===== config.mk =====
export PLATFORM = sky130hd
export DESIGN_NAME = jt900h_ramarb
export DESIGN_NICKNAME = d
export VERILOG_FILES = /design/src/rtl/jt900h_ramarb.sv
export SDC_FILE = /design/constraint.sdc
export NUM_CORES = 1
export LEC_CHECK = 0
export BUFFER_PORTS_ARGS = -buffer_cell sky130_fd_sc_hd__buf_2
export CORE_UTILIZATION = 49
export CTS_CLUSTER_SIZE = 10
export DETAILED_ROUTE_END_ITERATION = 12
export PLACE_DENSITY = 0.91
export SLEW_MARGIN = 10
export SYNTH_ARGS = -nofsm -noshare
export SYNTH_HDL_FRONTEND = slang
export SYNTH_SLANG_ARGS = --single-unit

===== constraint.sdc =====
create_clock -name clk -period 3.6 [get_ports clk]
set_clock_uncertainty 0.05 [all_clocks]
set_input_delay 0.18 -clock clk [delete_from_list [all_inputs] [get_ports clk]]
set_output_delay 0.18 -clock clk [all_outputs]
set_load 0.05 [all_outputs]

===== src/rtl/jt900h_ramarb.sv =====
// jt900h_ramarb: round-robin read arbiter that shares one jt900h_ramctl between the fetch and data ports.
// Optional feature: define JT900H_RAMARB_CACHE_EN to add a one-entry read cache per port.
module jt900h_ramarb (
  input  logic        clk,
  input  logic        rst_n,
  input  logic        cen,
  input  logic        f_req,
  input  logic [23:0] f_addr,
  output logic [31:0] f_dout,
  output logic        f_rdy,
  input  logic        d_req,
  input  logic [23:0] d_addr,
  output logic [31:0] d_dout,
  output logic        d_rdy,
  output logic [23:0] ctl_addr,
  input  logic [31:0] ctl_dout,
  input  logic        ctl_rdy,
  output logic [1:0]  gnt
);

  typedef enum logic [1:0] {IDLE, WAIT, DONE} state_t;

  state_t      state, next_state;
  logic        settle;
  logic        last_d;
  logic        pick_f, pick_d;
  logic        hit;
  logic        complete;
  logic [23:0] win_addr;
  logic        f_hit, d_hit;

`ifdef JT900H_RAMARB_CACHE_EN
  logic [23:0] f_tag, d_tag;
  logic [31:0] f_cdata, d_cdata;
  logic        f_valid, d_valid;

  assign f_hit = f_valid && (f_tag == f_addr);
  assign d_hit = d_valid && (d_tag == d_addr);

  // Every finished controller access refreshes the owner's cache entry
  always_ff @(posedge clk) begin
    if (!rst_n) begin
      f_valid <= 1'b0;
      d_valid <= 1'b0;
    end else if (cen && complete) begin
      if (gnt[0]) begin
        f_tag   <= ctl_addr;
        f_cdata <= ctl_dout;
        f_valid <= 1'b1;
      end
      if (gnt[1]) begin
        d_tag   <= ctl_addr;
        d_cdata <= ctl_dout;
        d_valid <= 1'b1;
      end
    end
  end
`else
  assign f_hit = 1'b0;
  assign d_hit = 1'b0;
`endif

  always_ff @(posedge clk) begin
    if (!rst_n)
      state <= IDLE;
    else if (cen)
      state <= next_state;
  end

  always_comb begin
    next_state = state;
    case (state)
      IDLE: if (pick_f || pick_d) next_state = hit ? DONE : WAIT;
      WAIT: if (complete) next_state = DONE;
      DONE: next_state = IDLE;
      default: next_state = IDLE;
    endcase
  end

  // On a tie the port that did not win last time gets the controller
  always_comb begin
    pick_f   = 1'b0;
    pick_d   = 1'b0;
    if (state == IDLE) begin
      pick_f = f_req && (!d_req || last_d);
      pick_d = d_req && (!f_req || !last_d);
    end
    hit      = pick_f ? f_hit : (pick_d && d_hit);
    win_addr = pick_d ? d_addr : f_addr;
    complete = (state == WAIT) && !settle && ctl_rdy;
  end

  // The settle flag hides the first WAIT cycle, whose ctl_rdy may belong to the old address
  always_ff @(posedge clk) begin
    if (!rst_n) begin
      ctl_addr <= 24'd0;
      gnt      <= 2'b00;
      settle   <= 1'b0;
      last_d   <= 1'b1;
      f_rdy    <= 1'b0;
      d_rdy    <= 1'b0;
      f_dout   <= 32'd0;
      d_dout   <= 32'd0;
    end else if (cen) begin
      f_rdy <= 1'b0;
      d_rdy <= 1'b0;
      if (state == WAIT)
        settle <= 1'b0;
      if (pick_f || pick_d) begin
        gnt    <= {pick_d, pick_f};
        last_d <= pick_d;
        settle <= 1'b1;
        if (!hit)
          ctl_addr <= win_addr;
`ifdef JT900H_RAMARB_CACHE_EN
        if (hit && pick_f) begin
          f_rdy  <= 1'b1;
          f_dout <= f_cdata;
        end
        if (hit && pick_d) begin
          d_rdy  <= 1'b1;
          d_dout <= d_cdata;
        end
`endif
      end
      // A withdrawn request lets the access finish but leaves the port untouched
      if (complete) begin
        if (gnt[0] && f_req) begin
          f_rdy  <= 1'b1;
          f_dout <= ctl_dout;
        end
        if (gnt[1] && d_req) begin
          d_rdy  <= 1'b1;
          d_dout <= ctl_dout;
        end
      end
      if (state == DONE)
        gnt <= 2'b00;
    end
  end

endmodule


Word level (Yosys, flattened, before mapping)
Index checks and enable logic that the tools add are counted.
{"block": "word_totals", "register_bits": 96, "input_bits": 86, "output_inout_bits": 92, "wordCells": 49}
{"block": "classes", "n_eq_ne": 4, "muxes": 14, "n_reduce_logical": 22}
{"cell": "2-to-1 mux 24 bit", "count": 1}
{"cell": "AND reduction 3 bit", "count": 3}
{"cell": "2-to-1 mux 1 bit", "count": 8}
{"cell": "2-to-1 mux 2 bit", "count": 4}
{"cell": "logical AND 1 bit", "count": 6}
{"cell": "AND reduction 2 bit", "count": 3}
{"cell": "logical NOT 1 bit", "count": 4}
{"cell": "case mux 2 bit (2 select lines)", "count": 1}
{"cell": "nonzero test 2 bit", "count": 2}
{"cell": "logical OR 1 bit", "count": 3}
{"cell": "equality test 2 x 1 -> 1 bit (second input constant)", "count": 1}
{"cell": "equality test 2 bit (second input constant)", "count": 1}
{"cell": "logical NOT 2 bit", "count": 1}
{"cell": "inequality test 2 x 1 -> 1 bit (second input constant)", "count": 1}
{"cell": "inequality test 2 bit (second input constant)", "count": 1}

Logic depth before layout (Yosys ltp)
{"block": "depth", "depth_word": 7, "depth_mapped": 6}

Worst setup path after synthesis
No wires, ideal clock.
{"block": "synth_path", "path_kind": "reg-to-reg", "startpoint": "reg gnt[0]", "endpoint": "reg f_dout[5]", "setup_time_ps": 125, "arrival_time_ps": 1240, "required_time_ps": 3425, "path_slack_ps": 2185, "stages_incl_launch_ff": 6, "path_buffers": 2, "synth_period_minus_slack_ps": 1415, "path_cell_list": "dfxtp_1 > nand4_2 > buf_6 > buf_6 > nand3_1 > o21ai_0"}
{"block": "synth_via", "elab_chain_cells": 2}
{"element": "start, declared", "line": "18", "source": "output logic [1:0] gnt"}
{"element": "start signal, assigned", "line": "110", "source": "gnt <= {pick_d, pick_f};"}
{"element": "logical AND 1 bit", "line": "128", "source": "if (gnt[0] && f_req) begin"}
{"element": "AND reduction 3 bit (no line)"}
{"element": "end signal, assigned", "line": "130", "source": "f_dout <= ctl_dout;"}
{"element": "end, declared", "line": "9", "source": "output logic [31:0] f_dout,"}
No other way between the ends.
A chain may end at the register's enable or synchronous reset.

Worst setup path in the final report
{"block": "layout_path", "startpoint": "reg state[0]", "endpoint": "reg f_dout[31]"}
{"block": "layout_via", "elab_chain_cells": 4}
{"element": "start, declared", "line": "23", "source": "state_t state, next_state;"}
{"element": "start signal, assigned", "line": "67", "source": "state <= next_state;"}
{"element": "equality test 2 x 1 -> 1 bit", "line": "90", "source": "complete = (state == WAIT) && !settle && ctl_rdy;"}
{"element": "logical AND 1 bit (2 in a row)", "line": "90"}
{"element": "AND reduction 3 bit (no line)"}
No other way between the ends.

==> results.cfg <==
[route]
dr_total_vias = 3477
ant_nets = 0
avgViaCountPerCell = 5.14
drc_errors = 0
wirelength_um = 8890
drt_iter0_markers = 121
routedWlPerCell_um = 13.2
dr.pass1.iters = 4

[floorplanning]
die_y_um = 87.9
core_um2 = 6940
initial_core_util_pct = 52.0
die_area_um2 = 7720
die_w_um = 87.9
io_pins = 178
rows = 30

[worst_setup_path]
r2r_cells = 5
cp.arrival_ns = 2.29
path_buf_inv = 1
crit_chain = and3b_2 -> nand4_2 -> buf_4 -> nand3_1 -> o21ai_1
critPathSlowestCell = nand4_2
worstReg2RegStart = state[0]
path_max_fanout = 34
crit_required_ns = 3.79
worst_setup_path_start_kind = register
crit_family = simple AND/OR/NAND/NOR gates
path_class = reg -> reg
r2r_setup_slack_ns = 1.50
endpoint_kind = register
r2r-end = f_dout[31]
critical_path.max_stage_delay_ns = 0.57

[clocking]
cts.path.max_buffers = 2
htreeDepth = 3
cts_resized = 0
cts_buffers = 9
clkSinkCount = 96
clkLatencyLatePin_ns = 0.34
holdBufCountCts = 0
post_cts_buffers = 0
clk_pin_slew_worst_paths_ns = 0.10
cts_root_buffer = clkbuf_8
cts_tree = done

[sta]
rsz0062_at_grt = no
setup_viol = 0
worstMarginPinSlew_ns = 1.12
tns_ns = 0
finalCritPeriodShare_pct = 58.5
slew_headroom_pct = 25.2
maxSlewViolCount = 0
finalHoldViolations = 0
finalCriticalPeriod_ns = 2.10
fmax_mhz = 475

[place]
place.gp.congestion = 0.750
dp_hpwl_um = 6320
placed_cells = 660
portBuffers = 177
place_area_um2 = 4370

[power]
totalPowerFinal_w = 0.00212
swShare_pct = 28.9
intPower_w = 0.00151
switchingPower_w = 0.000614
comb_power_share_pct = 13.9
p_seq_share_pct = 52.2
ir_drop_uv = 288
p_clk_share_pct = 33.8
leakage_nw = 2.15
p_per_area_nw_per_um2 = 464

[layout]
multi_input_area_um2 = 1430
final_core_util_pct = 65.9
mostFrequentLayoutCells = buf_2, dfxtp_1, nand2_1
seq_area_um2 = 1920
design_area_um2 = 4580
fin_nets = 661
final_common_cell = buf_2
diodes = 0
area_delta_synth_final_pct = 26.7
finalNonFillerCells = 676
fillers = 603
final_layout_size_suffix_gt1_share_pct = 34.5

[global_route]
grt_pass1_wl_um = 13800
antenna_found_initial = 0
grt_max_degree = 129
overflow = 0
track_usage_pct = 22.9
grt_pass1_vias = 3081

[synthesis]
synth-seq-cells = 96
syn-num-nets = 509
yosysWarnings = 0
netlist_area_um2 = 3610
synth_cell_types = 26
synth.avg_cell_area_um2 = 8.54
synthCells = 423
seq_area_frac_synth_pct = 53.2

[worst_hold_path]
holdPathStages = 3
hold_path_end = ctl_addr[6]
hold_path_class = in -> reg
worstHoldStart = f_addr[6]

[flow_run]
drv_cap = 0

[outcome]
outcome = complete, no violations
cells by family after synthesis:
kind of cell / synth area share [%]
AND/OR/NAND/NOR: 21.1
AO/OA/AOI/OAI: 18.3
flip-flops: 53.2
buffers and inverters: 7.34
cells in the mapped netlist:
cell       instances  area (µm²)
nand3_1           66         330
dfxtp_1           96        1920
nand4_2            2        25.0
a31oi_1           24         150
buf_2             10        50.1
buf_6             12         135
nand2b_1           2        12.5
a21oi_1            2        10.0
nand2_1           85         319
inv_1              1        3.75
o21ai_0           39         195
and3b_2            1        10.0
clkbuf_1           8        30.0
nor2b_1            7        43.8
o21a_1             1        7.51
a2bb2oi_1          1        8.76
clkbuf_2           1        5.00
buf_1              3        11.3
nor3b_2            1        12.5
nor2_1             1        3.75
o21ai_1           50         250
o21a_2             1        8.76
and3_1             1        6.26
a21boi_0           3        22.5
buf_4              4        30.0
o311ai_0           1        8.76
worst min-delay path: cells and delay by family:
| family | cells | cell delay (ns) |
|---|---|---|
| AOI/OAI and AO/OA | 1 | 0.06 |
| and+or+nand+nor | 1 | 0.04 |
| buffers and inverters | 1 | 0.09 |
sequential cells by signal, summed over array words and instances (netlist names):
| name | cells |
|---|---|
| f_dout | 32 |
| settle | 1 |
| last_d | 1 |
| f_rdy | 1 |
| d_dout | 32 |
| d_rdy | 1 |
| gnt | 2 |
| state | 2 |
| ctl_addr | 24 |
power groups by stage:
stage	combinational [W]	clock (W)	sequential [W]
final	0.000296	0.000719	0.00111
after global routing	0.000321	0.000774	0.00111
after CTS	0.000296	0.000734	0.00111
after detailed placement	0.000296	0	0.00113
after global placement	0.000290	0	0.00113
after floorplan	0.000110	0	0.00123
metrics by stage:
| step | setup WS (ns) | hold slack (ns) |
|---|---|---|
| 6_report | 1.50 | 0.0253 |
| 5_1_grt | 1.27 | 0.0210 |
| 4_1_cts | 1.47 | 0.0126 |
| 3_5_place_dp | 1.49 | 0.394 |
| 3_3_place_gp | 1.57 | 0.388 |
| 2_1_floorplan | 2.19 | 0.267 |
final cells by class:
class | instances | area share [%]
Sequential cell | 96 | 42.0
Multi-Input combinational cell | 288 | 31.1
Timing Repair Buffer | 179 | 19.7
Clock buffer | 9 | 2.71
Tap cell | 96 | 2.62
Clock inverter | 7 | 1.72
Inverter | 1 | 0.0820
layer usage:
layer  wire length, µm  vias up  track usage [%]
li1                  -     1774                -
met1              3710     1549             27.8
met2              4300      144             38.1
met3               759       10             6.41
met4               115        0             9.54
met5                 0        -                0
worst max path at each step:
stage             start    endpoint  cells after the start
2_1_floorplan    gnt[0]   f_dout[5]                      5
3_3_place_gp   state[0]  f_dout[15]                      5
3_5_place_dp   state[0]  f_dout[31]                      5
4_1_cts        state[0]  f_dout[31]                      5
5_1_grt          settle  f_dout[29]                      5
6_report       state[0]  f_dout[31]                      5
No activity file was read; power rests on OpenSTA's default activity.
